===== config.mk =====
export PLATFORM = sky130hd
export DESIGN_NAME = dm_cache_ctrl
export DESIGN_NICKNAME = d
export VERILOG_FILES = /design/src/rtl/cache_pkg.sv /design/src/rtl/cache_line_array.sv /design/src/rtl/dm_cache_ctrl.sv
export SDC_FILE = /design/constraint.sdc
export NUM_CORES = 1
export LEC_CHECK = 0
export ABC_AREA = 1
export CORE_MARGIN = 4
export CORE_UTILIZATION = 30
export CTS_CLUSTER_DIAMETER = 60
export CTS_CLUSTER_SIZE = 12
export DETAILED_ROUTE_END_ITERATION = 16
export SYNTH_ARGS = -nofsm -noshare
export SYNTH_HDL_FRONTEND = slang
export SYNTH_HIERARCHICAL = 1
export SYNTH_SLANG_ARGS = --single-unit
export TNS_END_PERCENT = 5

===== constraint.sdc =====
create_clock -name clk -period 5.1 [get_ports clk]
set_input_delay 0.51 -clock clk [delete_from_list [all_inputs] [get_ports clk]]
set_output_delay 0.51 -clock clk [all_outputs]
set_load 0.005 [all_outputs]

===== src/rtl/cache_pkg.sv =====
// Shared types and address helpers for the direct-mapped cache controller.
// Latency: none (types, constants and pure functions only).
// Backpressure: not applicable.
package cache_pkg;

    typedef enum logic [2:0] {
        IDLE,
        LOOKUP,
        WRITEBACK,
        REFILL_REQ,
        REFILL_WAIT,
        RESPOND,
        FLUSH_SCAN,
        FLUSH_WB
    } cache_state_t;

    // Widest byte address the helpers handle; callers zero-extend into it.
    localparam int ADDR_MAX_W = 64;
    typedef logic [ADDR_MAX_W-1:0] addr_max_t;

    // Byte-offset-within-line width.
    function automatic int calc_off_w(int data_w, int words_per_block);
        return $clog2(words_per_block * data_w / 8);
    endfunction

    function automatic int calc_idx_w(int num_rows);
        return $clog2(num_rows);
    endfunction

    function automatic int calc_tag_w(int addr_w, int data_w, int words_per_block, int num_rows);
        return addr_w - calc_off_w(data_w, words_per_block) - calc_idx_w(num_rows);
    endfunction

    // Word-select width; kept at least 1 so single-word lines still get a legal port.
    function automatic int calc_wsel_w(int words_per_block);
        return (words_per_block > 1) ? $clog2(words_per_block) : 1;
    endfunction

    function automatic addr_max_t addr_index(addr_max_t addr, int off_w, int idx_w);
        return (addr >> off_w) & ((addr_max_t'(1) << idx_w) - addr_max_t'(1));
    endfunction

    function automatic addr_max_t addr_tag(addr_max_t addr, int off_w, int idx_w);
        return addr >> (off_w + idx_w);
    endfunction

    // Word number within the line, from the bits above the byte-in-word offset.
    function automatic addr_max_t word_sel(addr_max_t addr, int data_w, int words_per_block);
        return (addr >> $clog2(data_w / 8)) & addr_max_t'(words_per_block - 1);
    endfunction

    // Any nonzero byte-in-word offset is an unaligned word access.
    function automatic logic is_misaligned(addr_max_t addr, int data_w);
        return (addr & addr_max_t'(data_w / 8 - 1)) != '0;
    endfunction

endpackage


===== src/rtl/cache_line_array.sv =====
// Register file of cache lines: valid, dirty, tag and data per row.
// Latency: reads are combinational by index; writes, merges and clear land on the next edge.
// Backpressure: none; every write port is accepted unconditionally.
module cache_line_array #(
    parameter int NUM_ROWS        = 8,
    parameter int IDX_W           = 3,
    parameter int TAG_W           = 11,
    parameter int DATA_W          = 16,
    parameter int WORDS_PER_BLOCK = 2,
    parameter int WSEL_W          = 1
) (
    input  logic                              clk,
    input  logic                              rst_n,
    // read port
    input  logic [IDX_W-1:0]                  rd_idx,
    output logic                              rd_valid,
    output logic                              rd_dirty,
    output logic [TAG_W-1:0]                  rd_tag,
    output logic [DATA_W*WORDS_PER_BLOCK-1:0] rd_data,
    // whole-line install (marks the row valid)
    input  logic                              wr_en,
    input  logic [IDX_W-1:0]                  wr_idx,
    input  logic [TAG_W-1:0]                  wr_tag,
    input  logic                              wr_dirty,
    input  logic [DATA_W*WORDS_PER_BLOCK-1:0] wr_data,
    // single-word merge (marks the row dirty)
    input  logic                              mrg_en,
    input  logic [IDX_W-1:0]                  mrg_idx,
    input  logic [WSEL_W-1:0]                 mrg_word,
    input  logic [DATA_W-1:0]                 mrg_data,
    // invalidate everything
    input  logic                              clear_all
);

    logic [NUM_ROWS-1:0]               valid_q;
    logic [NUM_ROWS-1:0]               dirty_q;
    logic [TAG_W-1:0]                  tag_q  [NUM_ROWS];
    logic [DATA_W*WORDS_PER_BLOCK-1:0] data_q [NUM_ROWS];

    assign rd_valid = valid_q[rd_idx];
    assign rd_dirty = dirty_q[rd_idx];
    assign rd_tag   = tag_q[rd_idx];
    assign rd_data  = data_q[rd_idx];

    // Row status and tags; a merge after an install in the same edge leaves the row dirty.
    always_ff @(posedge clk or negedge rst_n) begin
        if (!rst_n) begin
            valid_q <= '0;
            dirty_q <= '0;
            for (int i = 0; i < NUM_ROWS; i++) begin
                tag_q[i] <= '0;
            end
        end else if (clear_all) begin
            valid_q <= '0;
            dirty_q <= '0;
        end else begin
            if (wr_en) begin
                valid_q[wr_idx] <= 1'b1;
                dirty_q[wr_idx] <= wr_dirty;
                tag_q[wr_idx]   <= wr_tag;
            end
            if (mrg_en) begin
                dirty_q[mrg_idx] <= 1'b1;
            end
        end
    end

    // Line payload; the word merge is ordered after the install so a write-allocate store wins.
    always_ff @(posedge clk) begin
        if (wr_en) begin
            data_q[wr_idx] <= wr_data;
        end
        if (mrg_en) begin
            data_q[mrg_idx][mrg_word*DATA_W +: DATA_W] <= mrg_data;
        end
    end

endmodule


===== src/rtl/dm_cache_ctrl.sv =====
// Direct-mapped write-back, write-allocate cache controller with full-cache flush.
// Latency: hit responds 2 cycles after acceptance; miss adds write-back and refill handshakes.
// Backpressure: cpu_req_ready only in IDLE without flush; memory requests held stable until mem_req_ready.
module dm_cache_ctrl
    import cache_pkg::*;
#(
    parameter int ADDR_W          = 16,
    parameter int DATA_W          = 16,
    parameter int NUM_ROWS        = 8,
    parameter int WORDS_PER_BLOCK = 2
) (
    input  logic                              clk,
    input  logic                              rst_n,
    input  logic                              cpu_req_valid,
    output logic                              cpu_req_ready,
    input  logic                              cpu_req_we,
    input  logic [ADDR_W-1:0]                 cpu_req_addr,
    input  logic [DATA_W-1:0]                 cpu_req_wdata,
    output logic                              cpu_resp_valid,
    output logic [DATA_W-1:0]                 cpu_resp_rdata,
    output logic                              cpu_resp_err,
    input  logic                              flush_req,
    output logic                              flush_done,
    output logic                              mem_req_valid,
    input  logic                              mem_req_ready,
    output logic                              mem_req_we,
    output logic [ADDR_W-1:0]                 mem_req_addr,
    output logic [DATA_W*WORDS_PER_BLOCK-1:0] mem_req_wdata,
    input  logic                              mem_resp_valid,
    input  logic [DATA_W*WORDS_PER_BLOCK-1:0] mem_resp_rdata
);

    localparam int OFF_W  = calc_off_w(DATA_W, WORDS_PER_BLOCK);
    localparam int IDX_W  = calc_idx_w(NUM_ROWS);
    localparam int TAG_W  = calc_tag_w(ADDR_W, DATA_W, WORDS_PER_BLOCK, NUM_ROWS);
    localparam int WSEL_W = calc_wsel_w(WORDS_PER_BLOCK);
    localparam int BLK_W  = DATA_W * WORDS_PER_BLOCK;
    // Scan counter runs one past the last row; that extra step is the done cycle.
    localparam logic [IDX_W:0] SCAN_END = (IDX_W+1)'(NUM_ROWS);

    cache_state_t state_q, state_d;

    logic              req_we_q;
    logic [ADDR_W-1:0] req_addr_q;
    logic [DATA_W-1:0] req_wdata_q;
    logic [IDX_W:0]    flush_idx_q;

    logic [IDX_W-1:0]  req_idx;
    logic [TAG_W-1:0]  req_tag;
    logic [WSEL_W-1:0] req_word;
    logic              req_mis;
    logic              in_flush;
    logic [IDX_W-1:0]  arr_idx;

    logic              rd_valid, rd_dirty;
    logic [TAG_W-1:0]  rd_tag;
    logic [BLK_W-1:0]  rd_data;
    logic [DATA_W-1:0] rd_word;
    logic              hit;
    logic              wr_en, mrg_en, clear_all;

    assign req_idx  = IDX_W'(addr_index(addr_max_t'(req_addr_q), OFF_W, IDX_W));
    assign req_tag  = TAG_W'(addr_tag(addr_max_t'(req_addr_q), OFF_W, IDX_W));
    assign req_word = WSEL_W'(word_sel(addr_max_t'(req_addr_q), DATA_W, WORDS_PER_BLOCK));
    assign req_mis  = is_misaligned(addr_max_t'(req_addr_q), DATA_W);

    assign in_flush = (state_q == FLUSH_SCAN) || (state_q == FLUSH_WB);
    assign arr_idx  = in_flush ? flush_idx_q[IDX_W-1:0] : req_idx;
    assign rd_word  = rd_data[req_word*DATA_W +: DATA_W];
    assign hit      = rd_valid && (rd_tag == req_tag);

    cache_line_array #(
        .NUM_ROWS        (NUM_ROWS),
        .IDX_W           (IDX_W),
        .TAG_W           (TAG_W),
        .DATA_W          (DATA_W),
        .WORDS_PER_BLOCK (WORDS_PER_BLOCK),
        .WSEL_W          (WSEL_W)
    ) u_lines (
        .clk       (clk),
        .rst_n     (rst_n),
        .rd_idx    (arr_idx),
        .rd_valid  (rd_valid),
        .rd_dirty  (rd_dirty),
        .rd_tag    (rd_tag),
        .rd_data   (rd_data),
        .wr_en     (wr_en),
        .wr_idx    (req_idx),
        .wr_tag    (req_tag),
        .wr_dirty  (req_we_q),
        .wr_data   (mem_resp_rdata),
        .mrg_en    (mrg_en),
        .mrg_idx   (req_idx),
        .mrg_word  (req_word),
        .mrg_data  (req_wdata_q),
        .clear_all (clear_all)
    );

    // FSM state register.
    always_ff @(posedge clk or negedge rst_n) begin
        if (!rst_n) begin
            state_q <= IDLE;
        end else begin
            state_q <= state_d;
        end
    end

    // Request capture on acceptance and the flush row counter.
    always_ff @(posedge clk or negedge rst_n) begin
        if (!rst_n) begin
            req_we_q    <= 1'b0;
            req_addr_q  <= '0;
            req_wdata_q <= '0;
            flush_idx_q <= '0;
        end else begin
            if (state_q == IDLE && cpu_req_valid && cpu_req_ready) begin
                req_we_q    <= cpu_req_we;
                req_addr_q  <= cpu_req_addr;
                req_wdata_q <= cpu_req_wdata;
            end
            if (state_q == IDLE) begin
                flush_idx_q <= '0;
            end else if (state_q == FLUSH_SCAN && flush_idx_q != SCAN_END && !(rd_valid && rd_dirty)) begin
                flush_idx_q <= flush_idx_q + (IDX_W+1)'(1);
            end else if (state_q == FLUSH_WB && mem_req_ready) begin
                flush_idx_q <= flush_idx_q + (IDX_W+1)'(1);
            end
        end
    end

    // Next-state and all handshake outputs, decoded from the current state.
    always_comb begin
        state_d        = state_q;
        wr_en          = 1'b0;
        mrg_en         = 1'b0;
        clear_all      = 1'b0;
        cpu_req_ready  = 1'b0;
        cpu_resp_valid = 1'b0;
        cpu_resp_rdata = '0;
        cpu_resp_err   = 1'b0;
        flush_done     = 1'b0;
        mem_req_valid  = 1'b0;
        mem_req_we     = 1'b0;
        mem_req_addr   = '0;
        mem_req_wdata  = '0;
        case (state_q)
            IDLE: begin
                cpu_req_ready = rst_n && !flush_req;
                if (flush_req) begin
                    state_d = FLUSH_SCAN;
                end else if (cpu_req_valid) begin
                    state_d = LOOKUP;
                end
            end
            LOOKUP: begin
                if (req_mis) begin
                    state_d = RESPOND;
                end else if (hit) begin
                    mrg_en  = req_we_q;
                    state_d = RESPOND;
                end else if (rd_valid && rd_dirty) begin
                    state_d = WRITEBACK;
                end else begin
                    state_d = REFILL_REQ;
                end
            end
            WRITEBACK: begin
                mem_req_valid = 1'b1;
                mem_req_we    = 1'b1;
                mem_req_addr  = {rd_tag, req_idx, {OFF_W{1'b0}}};
                mem_req_wdata = rd_data;
                if (mem_req_ready) begin
                    state_d = REFILL_REQ;
                end
            end
            REFILL_REQ: begin
                mem_req_valid = 1'b1;
                mem_req_addr  = {req_addr_q[ADDR_W-1:OFF_W], {OFF_W{1'b0}}};
                if (mem_req_ready) begin
                    state_d = REFILL_WAIT;
                end
            end
            REFILL_WAIT: begin
                if (mem_resp_valid) begin
                    wr_en   = 1'b1;
                    mrg_en  = req_we_q;
                    state_d = RESPOND;
                end
            end
            RESPOND: begin
                cpu_resp_valid = 1'b1;
                cpu_resp_err   = req_mis;
                cpu_resp_rdata = (req_we_q || req_mis) ? '0 : rd_word;
                state_d        = IDLE;
            end
            FLUSH_SCAN: begin
                if (flush_idx_q == SCAN_END) begin
                    clear_all  = 1'b1;
                    flush_done = 1'b1;
                    state_d    = IDLE;
                end else if (rd_valid && rd_dirty) begin
                    state_d = FLUSH_WB;
                end
            end
            FLUSH_WB: begin
                mem_req_valid = 1'b1;
                mem_req_we    = 1'b1;
                mem_req_addr  = {rd_tag, flush_idx_q[IDX_W-1:0], {OFF_W{1'b0}}};
                mem_req_wdata = rd_data;
                if (mem_req_ready) begin
                    state_d = FLUSH_SCAN;
                end
            end
            default: state_d = IDLE;
        endcase
    end

endmodule

==> summary.md, run 1 <==
| Metric | Value |
|---|---|
| Result of the run | `complete, but fails checks` |
| Failing checks | `hold timing` |
| LEAKAGE | `10.7 nW` |
| # setup viols final | `0` |
| Clock transition at path regs | `60 ps` |
| CP endpoint kind | `output port` |
| Final min period | `4880 ps` |
| Critical Path Max Stage Delay | `550 ps` |
| Input/output buffers | `138` |
| Placed Area | `23300 µm²` |
| DP Wirelength | `43.5 mm` |
| Critical R2R Launch | `state_q[1]` |
| Routed wire length per instance | `19.0 µm` |
| Via count | `17718` |
| Max VDD drop | `641 µV` |
| Initial Util | `30.4%` |
| Slowest CP cell | `clkdlybuf4s50_1` |
| Final hold viol count | `4` |
| Power Dens Cells | `662 nW/µm²` |
| Antenna violations before repair | `3` |
| CP arrival | `4370 ps` |
| R2R Setup Slk | `530 ps` |
| Sequential share of the synthesized area | `53.8%` |
| #FFs+latches synth | `400` |
| Setup crit start | `state_q[1]` |
| GR Overflow Total | `0` |
| RSZ-0062 raised after global routing | `true` |
| WHS | `-14.3 ps` |
| Area growth, synth to finish | `16.6%` |
| Die extent in y | `272 µm` |
| Max-cap viol count | `0` |
| Count of pins over their slew limit | `0` |
| Max-slew headroom | `22.5%` |
| CTS tree | `done` |
| Setup Skew | `33.9 ps` |
| Most used cell, CP | `nand2_1` |
| Worst Setup Start Kind | `flip-flop` |
| GR Util All Layers | `17.9%` |
| Floorplan row count | `96` |
| Remaining antenna violation count | `0` |
| Htree depth | `2` |
| Max Clock Freq | `0.205 GHz` |
| First-pass GRT wire length | `102 mm` |
| Root buffer cell | `clkbuf_16` |
| Slew at the pin closest to its max-slew limit | `1160 ps` |
| Share of cells above drive strength 1 | `7.26%` |
| Critical path, cell by cell | `nand2_1, nor2_1, inv_2, nand2_1, nand2_1, o21ai_4, buf_12, buf_8, nand2_1, nand2_1, nand2_1, o21ai_1, nand2_1, nand2_1, a21oi_1, nor2_1, clkdlybuf4s50_1` |
| Final-stage net count | `2726` |
| Final Cell Area | `24500 µm²` |
| Vias per cell | `4.91` |
| # IOs | `141` |
| Post-synth cell types | `36` |
| Reg2reg path depth | `25` |
| Total CTS buffers | `41` |
| Detailed Routing Iterations Pass 1 | `6` |
| Core area | `68900 µm²` |
| CP bufs+invs | `4` |
| Gpl congestion | `0.867` |
| Utilization after layout | `35.5%` |
| Req. time, crit path | `4590 ps` |
| Crit path max fanout | `81` |
| Delay-heaviest family, CP | `simple AND/OR/NAND/NOR gates` |
| Tcrit/Tclk final | `95.7%` |
| Clock sinks | `400` |
| Yosys Warn Count | `6` |
| Routed WL | `68.4 mm` |
| Starting DRC count in detailed routing | `1975` |
| Die ar. | `74200 µm²` |
| Setup bufs post-CTS | `0` |
| Maximum number of pins on one net before global-route repair | `82` |
| Worst hold-check path type | `in2async` |
| Fill cell count | `7094` |
| Drt drc | `0` |
| Setup CP Type | `reg2out` |
| Vias in the first global route | `16371` |
| Clock tree buffer depth | `3` |
| Worst R2R End | `u_lines/data_q[5][9]` |
| Chip width | `272 µm` |
| Mapped Avg Cell Area | `8.09 µm²` |
| Synth Instances | `2593` |
| Area of the mapped netlist | `21000 µm²` |
| Clk Latency, worst-skew pair | `580 ps` |
-- cell families after synthesis --
| kind of cell | share of synthesized area (%) |
|---|---|
| DFF | 53.8 |
| adders and majority gates | 0.119 |
| and+or+nand+nor | 22.7 |
| other | 0.0179 |
| AOI/OAI and AO/OA | 14.5 |
| buffers and inverters | 7.57 |
| muxes | 1.29 |
-- layer usage --
layer,up-vias,GRT usage [%],share of wire (%)
li1,8550,-,-
met1,8344,25.8,44
met2,734,27.9,45
met3,84,3.07,8.6
met4,6,5.08,2.3
met5,-,0,0.056
-- layout make-up --
cell class              count  area (µm²)  share of cell area (%)
diodes                      3        7.51                  0.0307
clock buffers              57        1110                    4.52
clock inverters             5        43.8                   0.179
inverters                 168         643                    2.63
multi-input cells        1837        8150                    33.3
flip-flops and latches    400       11300                    46.1
well taps                 931        1160                    4.76
repair buffers            205        2060                    8.43
-- worst max path at each step --
stage / to / slack, ps / depth (start not counted)
finish: cpu_resp_rdata[0] / 220 / 17
global route: mem_req_wdata[20] / -30 / 15
CTS: cpu_resp_rdata[0] / 80 / 17
detailed placement: cpu_resp_rdata[13] / 500 / 19
global placement: cpu_resp_rdata[13] / 570 / 19
floorplan: u_lines/data_q[3][0] / 580 / 24
-- where the power goes --
group / total [mW] / internal [mW] / switching, mW
clock: 2.78 / 1.51 / 1.27
combinational: 8.96 / 2.78 / 6.18
sequential: 4.46 / 4.00 / 0.467
-- per-stage QoR --
stage               hold slack, ps  setup slack (ps)  total power, mW  cells  TNS, ps
floorplan                      214               578             9.86   2594        0
global placement               461               572             13.2   3541        0
detailed placement             469               502             13.3   3541        0
CTS                           9.88              82.0             16.1   3603        0
global route                  28.2             -25.9             17.4   3605    -46.1
finish                       -14.3               221             16.2   3606        0
-- cells in the mapped netlist --
| cell type | number | area (µm²) |
|---|---|---|
| a21boi_0 | 2 | 15.0 |
| a21oi_1 | 26 | 130 |
| a21oi_2 | 15 | 131 |
| a31oi_1 | 1 | 6.26 |
| buf_1 | 9 | 33.8 |
| buf_2 | 81 | 405 |
| buf_4 | 21 | 158 |
| buf_6 | 8 | 90.1 |
| clkbuf_1 | 68 | 255 |
| clkbuf_2 | 2 | 10.0 |
| clkinv_1 | 1 | 3.75 |
| conb_1 | 1 | 3.75 |
| dfrtp_1 | 144 | 3600 |
| edfxtp_1 | 256 | 7690 |
| ha_1 | 2 | 25.0 |
| inv_1 | 150 | 563 |
| inv_2 | 15 | 56.3 |
| inv_4 | 2 | 12.5 |
| mux2_4 | 18 | 270 |
| nand2_1 | 949 | 3560 |
| nand2_2 | 4 | 25.0 |
| nand2_4 | 1 | 11.3 |
| nand3_1 | 40 | 200 |
| nand3_2 | 2 | 20.0 |
| nand4_1 | 2 | 12.5 |
| nor2_1 | 207 | 777 |
| nor2_2 | 10 | 62.6 |
| nor2_4 | 4 | 45.0 |
| nor2_8 | 1 | 20.0 |
| nor3_1 | 3 | 15.0 |
| nor3_2 | 1 | 10.0 |
| nor4_1 | 1 | 6.26 |
| o211ai_2 | 1 | 12.5 |
| o21ai_0 | 412 | 2060 |
| o21ai_1 | 119 | 596 |
| o22ai_1 | 14 | 87.6 |
-- what timing repair did --
item                       CTS  global route
resized for setup            2             9
hold buffers                 0             0
setup endpoints to repair    5            22
-- state kept, by name, indices dropped and copies added, names as in the netlist --
register and cells:
flush_idx_q 4, req_addr_q 16, req_wdata_q 16, req_we_q 1
state_q 3, u_lines/data_q 256, u_lines/dirty_q 8, u_lines/tag_q 88
u_lines/valid_q 8
-- layout by cell type (no fill, tap or decap), drive strengths merged --
| master | instances |
|---|---|
| a21boi | 2 |
| a21oi | 41 |
| a31oi | 1 |
| buf | 68 |
| clkbuf | 57 |
| clkdlybuf4s50 | 137 |
| clkinv | 1 |
| conb | 2 |
| dfrtp | 144 |
| diode | 3 |
| edfxtp | 256 |
| ha | 2 |
| inv | 172 |
| mux2 | 18 |
| nand2 | 954 |
| nand3 | 42 |
| nand4 | 2 |
| nor2 | 222 |
| nor3 | 4 |
| nor4 | 1 |
| o211ai | 1 |
| o21ai | 531 |
| o22ai | 14 |
Power figures use the tool's default switching activity.
==> run 2, diff against run 1 <==
--- a/config.mk
+++ b/config.mk
@@ -6,11 +6,12 @@
 export NUM_CORES = 1
 export LEC_CHECK = 0
 export ABC_AREA = 1
-export CORE_MARGIN = 4
+export CORE_MARGIN = 2
 export CORE_UTILIZATION = 30
 export CTS_CLUSTER_DIAMETER = 60
 export CTS_CLUSTER_SIZE = 12
 export DETAILED_ROUTE_END_ITERATION = 16
+export SETUP_SLACK_MARGIN = 0.4
 export SYNTH_ARGS = -nofsm -noshare
 export SYNTH_HDL_FRONTEND = slang
 export SYNTH_HIERARCHICAL = 1
==> constraint.sdc (replaced) <==
create_clock -name clk -period 5.5 [get_ports clk]
set_input_delay 0.55 -clock clk [delete_from_list [all_inputs] [get_ports clk]]
set_output_delay 0.55 -clock clk [all_outputs]
set_load 0.005 [all_outputs]
==> run 2 against run 1 <==
Effect of this change:
- the flow now finishes without violations
- wire length shrank 1.9%
- register-to-register slack better by 410 ps
- non-clock buffer count is 14 lower
- final cell count decreased by 0.19%
- highest routed layer is now met4
==> summary.md, run 2 (synthesis gave the netlist of run 1 again) <==
| Metric | Value |
|---|---|
| Result of the run | `finished, final reports clean` |
| Final hold viol count | `0 (-4)` |
| LEAKAGE | `10.6 nW (-0.53%)` |
| # IOs | `141 (unchanged)` |
| CP endpoint kind | `output port` |
| Root buffer cell | `clkbuf_16` |
| Chip width | `268 µm (-1.5%)` |
| Pint | `7.72 mW (-6.8%)` |
| Maximum number of pins on one net before global-route repair | `84 (+2.4%)` |
| # setup viols final | `0 (unchanged)` |
| Floorplan row count | `96 (unchanged)` |
| Max VDD drop | `536 µV (-16%)` |
| Gate power share | `54.5% (-0.8 points)` |
| Most common cell after layout, fill and taps aside | `nand2_1` |
| Area growth, synth to finish | `16.1%` |
| Crit path max fanout | `40 (-51%)` |
| Die ar. | `72100 µm² (-2.9%)` |
| Clock sinks | `400 (unchanged)` |
| Power Dens Cells | `617 nW/µm² (-6.8%)` |
| Non-Filler Instances | `3599 (-0.19%)` |
| Routed WL | `67.2 mm (-1.9%)` |
| Routed wire length per instance | `18.7 µm (-1.7%)` |
| Core area | `68900 µm² (unchanged)` |
| Clock transition at path regs | `60 ps (about the same)` |
| Setup CP Type | `reg2out` |
| Max Clock Freq | `0.206 GHz` |
| Tcrit/Tclk final | `88.1%` |
| Clk Latency, worst-skew pair | `570 ps (about the same)` |
| DP Wirelength | `43.4 mm (-0.11%)` |
| Htree depth | `2 (unchanged)` |
| Starting DRC count in detailed routing | `1858 (-5.9%)` |
| First-pass GRT wire length | `101 mm (-0.95%)` |
| NetSw | `7.33 mW (-7.5%)` |
| Final min period | `4850 ps` |
| R2R Setup Slk | `940 ps (+410 ps)` |
| Pre-CTS setup slack | `611 ps (+109 ps)` |
| Setup bufs post-CTS | `0 (unchanged)` |
| Commonest non-fill, non-tap cells in the layout | `nand2_1, o21ai_0, edfxtp_1` |
| Setup Skew | `14.0 ps (-19.9 ps)` |
| Drt drc | `0 (unchanged)` |
| Total CTS buffers | `41 (unchanged)` |
| Count of pins over their slew limit | `0 (unchanged)` |
| CTS tree | `done` |
| Max-slew headroom | `30.4% (+8.0 points)` |
| CP arrival | `4300 ps (-70 ps)` |
| Net Sw Frac | `48.7% (-0.19 points)` |
| GR Util All Layers | `18.5% (+0.58 points)` |
| GR Overflow Total | `0 (unchanged)` |
| Placed instance count | `3525 (-0.45%)` |
| Vias per cell | `4.92 (about the same)` |
| Max FFs per register | `256 (unchanged)` |
| Initial Util | `30.4% (unchanged)` |
| Worst Setup Start Kind | `flip-flop` |
| Antenna violations before repair | `4 (+1)` |
| Req. time, crit path | `4950 ps (+360 ps)` |
| Tot Pwr | `15.0 mW (-7.1%)` |
| Final-stage net count | `2712 (-0.51%)` |
| Die extent in y | `268 µm (-1.5%)` |
| Slew at the pin closest to its max-slew limit | `1040 ps (-122 ps)` |
| Clock share of power | `17.7% (+0.5 points)` |
| Clock tree buffer depth | `3 (unchanged)` |
| Power share of the sequential group | `27.8% (+0.3 points)` |
| Max-cap viol count | `0 (unchanged)` |
| Most flops, register | `u_lines/data_q` |
| Final setup margin | `654 ps (+433 ps)` |
| Vias in the first global route | `16574 (+1.2%)` |
| Gpl congestion | `0.847 (-2.3%)` |
| Worst hold-check path type | `reg2reg` |
| Remaining antenna violation count | `0 (unchanged)` |
| Final setup TNS | `0 ps (unchanged)` |
| Top flop regs | `u_lines/data_q: 256 flops, u_lines/tag_q: 88 flops` |
| Via count | `17691 (-0.15%)` |
| Input/output buffers | `138 (unchanged)` |
| Share of cells above drive strength 1 | `7.02% (-0.24 points)` |
| Detailed Routing Iterations Pass 1 | `6 (unchanged)` |
| RSZ-0062 raised after global routing | `true` |
## run 2: cell count changes in the layout (fill, tap and decap cells not counted), sizes merged, moves of 3 or more
cell	change
buf	-16
clkbuf	+5
inv	-5
clkinvlp	+4
clkinv	+3
## run 2: worst paths after layout
check	start	cells past startpoint	to
worst max register to register	state_q[1]	26	u_lines/data_q[5][2]
max in group asynchronous	rst_n	3	req_addr_q[1]
min in group asynchronous	rst_n	2	u_lines/tag_q[57]
worst min-delay path	u_lines/tag_q[37]	2	u_lines/tag_q[37]
worst max-delay path	state_q[1]	17	cpu_resp_rdata[9]
worst min register to register	u_lines/tag_q[37]	2	u_lines/tag_q[37]
## run 2: power by group through the flow
stage | registers [mW] | clock network (mW) | logic (mW)
2_1_floorplan | 4.00 | 0 | 5.14
3_3_place_gp | 4.24 | 0 | 7.97
3_5_place_dp | 4.24 | 0 | 7.97
4_1_cts | 4.19 | 2.71 | 8.11
5_1_grt | 4.25 | 2.81 | 9.16
6_report | 4.19 | 2.66 | 8.20
## run 2: metrics by stage
step           utilization (%)  hold slack [ps]  area [µm²]
2_1_floorplan                -              254       21000
3_3_place_gp              33.4              461       23100
3_5_place_dp              33.4              469       23100
4_1_cts                   35.3              483       24300
5_1_grt                   35.3              506       24400
6_report                  35.4              481       24400
## run 2: repair_timing
item	4_1_cts	5_1_grt
endpoints found under the setup margin	9	537
cloned	1	0
resized for setup	4	8
hold endpoints to repair	45	0
hold buffers	1	0
## run 2: area by class of cell
cell class,instances,area [µm²]
antenna,3,7.51
clock buffer,62,1180
inverter,168,656
multi-input combinational,1837,8150
timing repair buffer,191,1880
clock inverter,7,45.0
sequential,400,11300
tap,931,1160
fill,7163,44600
## run 2: layer usage
metal | part of all wire (%) | routed length [µm] | global-route usage [%] | up-vias
met3 | 9.3 | 6280 | 4.12 | 122
li1 | - | - | - | 8517
met5 | 0 | 0 | 0 | -
met1 | 44 | 29600 | 26.1 | 8312
met4 | 3.0 | 2050 | 6.40 | 0
met2 | 44 | 29200 | 28.0 | 740
## run 2: worst max-delay path, cell delays in order, from the launching register on
cell	delay, ps
dfrtp_1	470
nand2_1	150
nor2_1	60
inv_2	110
nand2_2	150
nand2_1	140
o21ai_4	80
inv_4	320
buf_4	510
o21ai_0	210
o21ai_1	170
nand2_1	60
nand2_1	70
inv_1	60
nor2_1	350
a21oi_1	80
nor2_1	160
clkdlybuf4s50_1	550
==> run 3, diff against run 2 <==
--- a/config.mk
+++ b/config.mk
@@ -16,4 +16,4 @@
 export SYNTH_HDL_FRONTEND = slang
 export SYNTH_HIERARCHICAL = 1
 export SYNTH_SLANG_ARGS = --single-unit
-export TNS_END_PERCENT = 5
+export TNS_END_PERCENT = 10
==> results of run 3 <==
No change in the layout: final DEF, timing and power equal those of run 2.
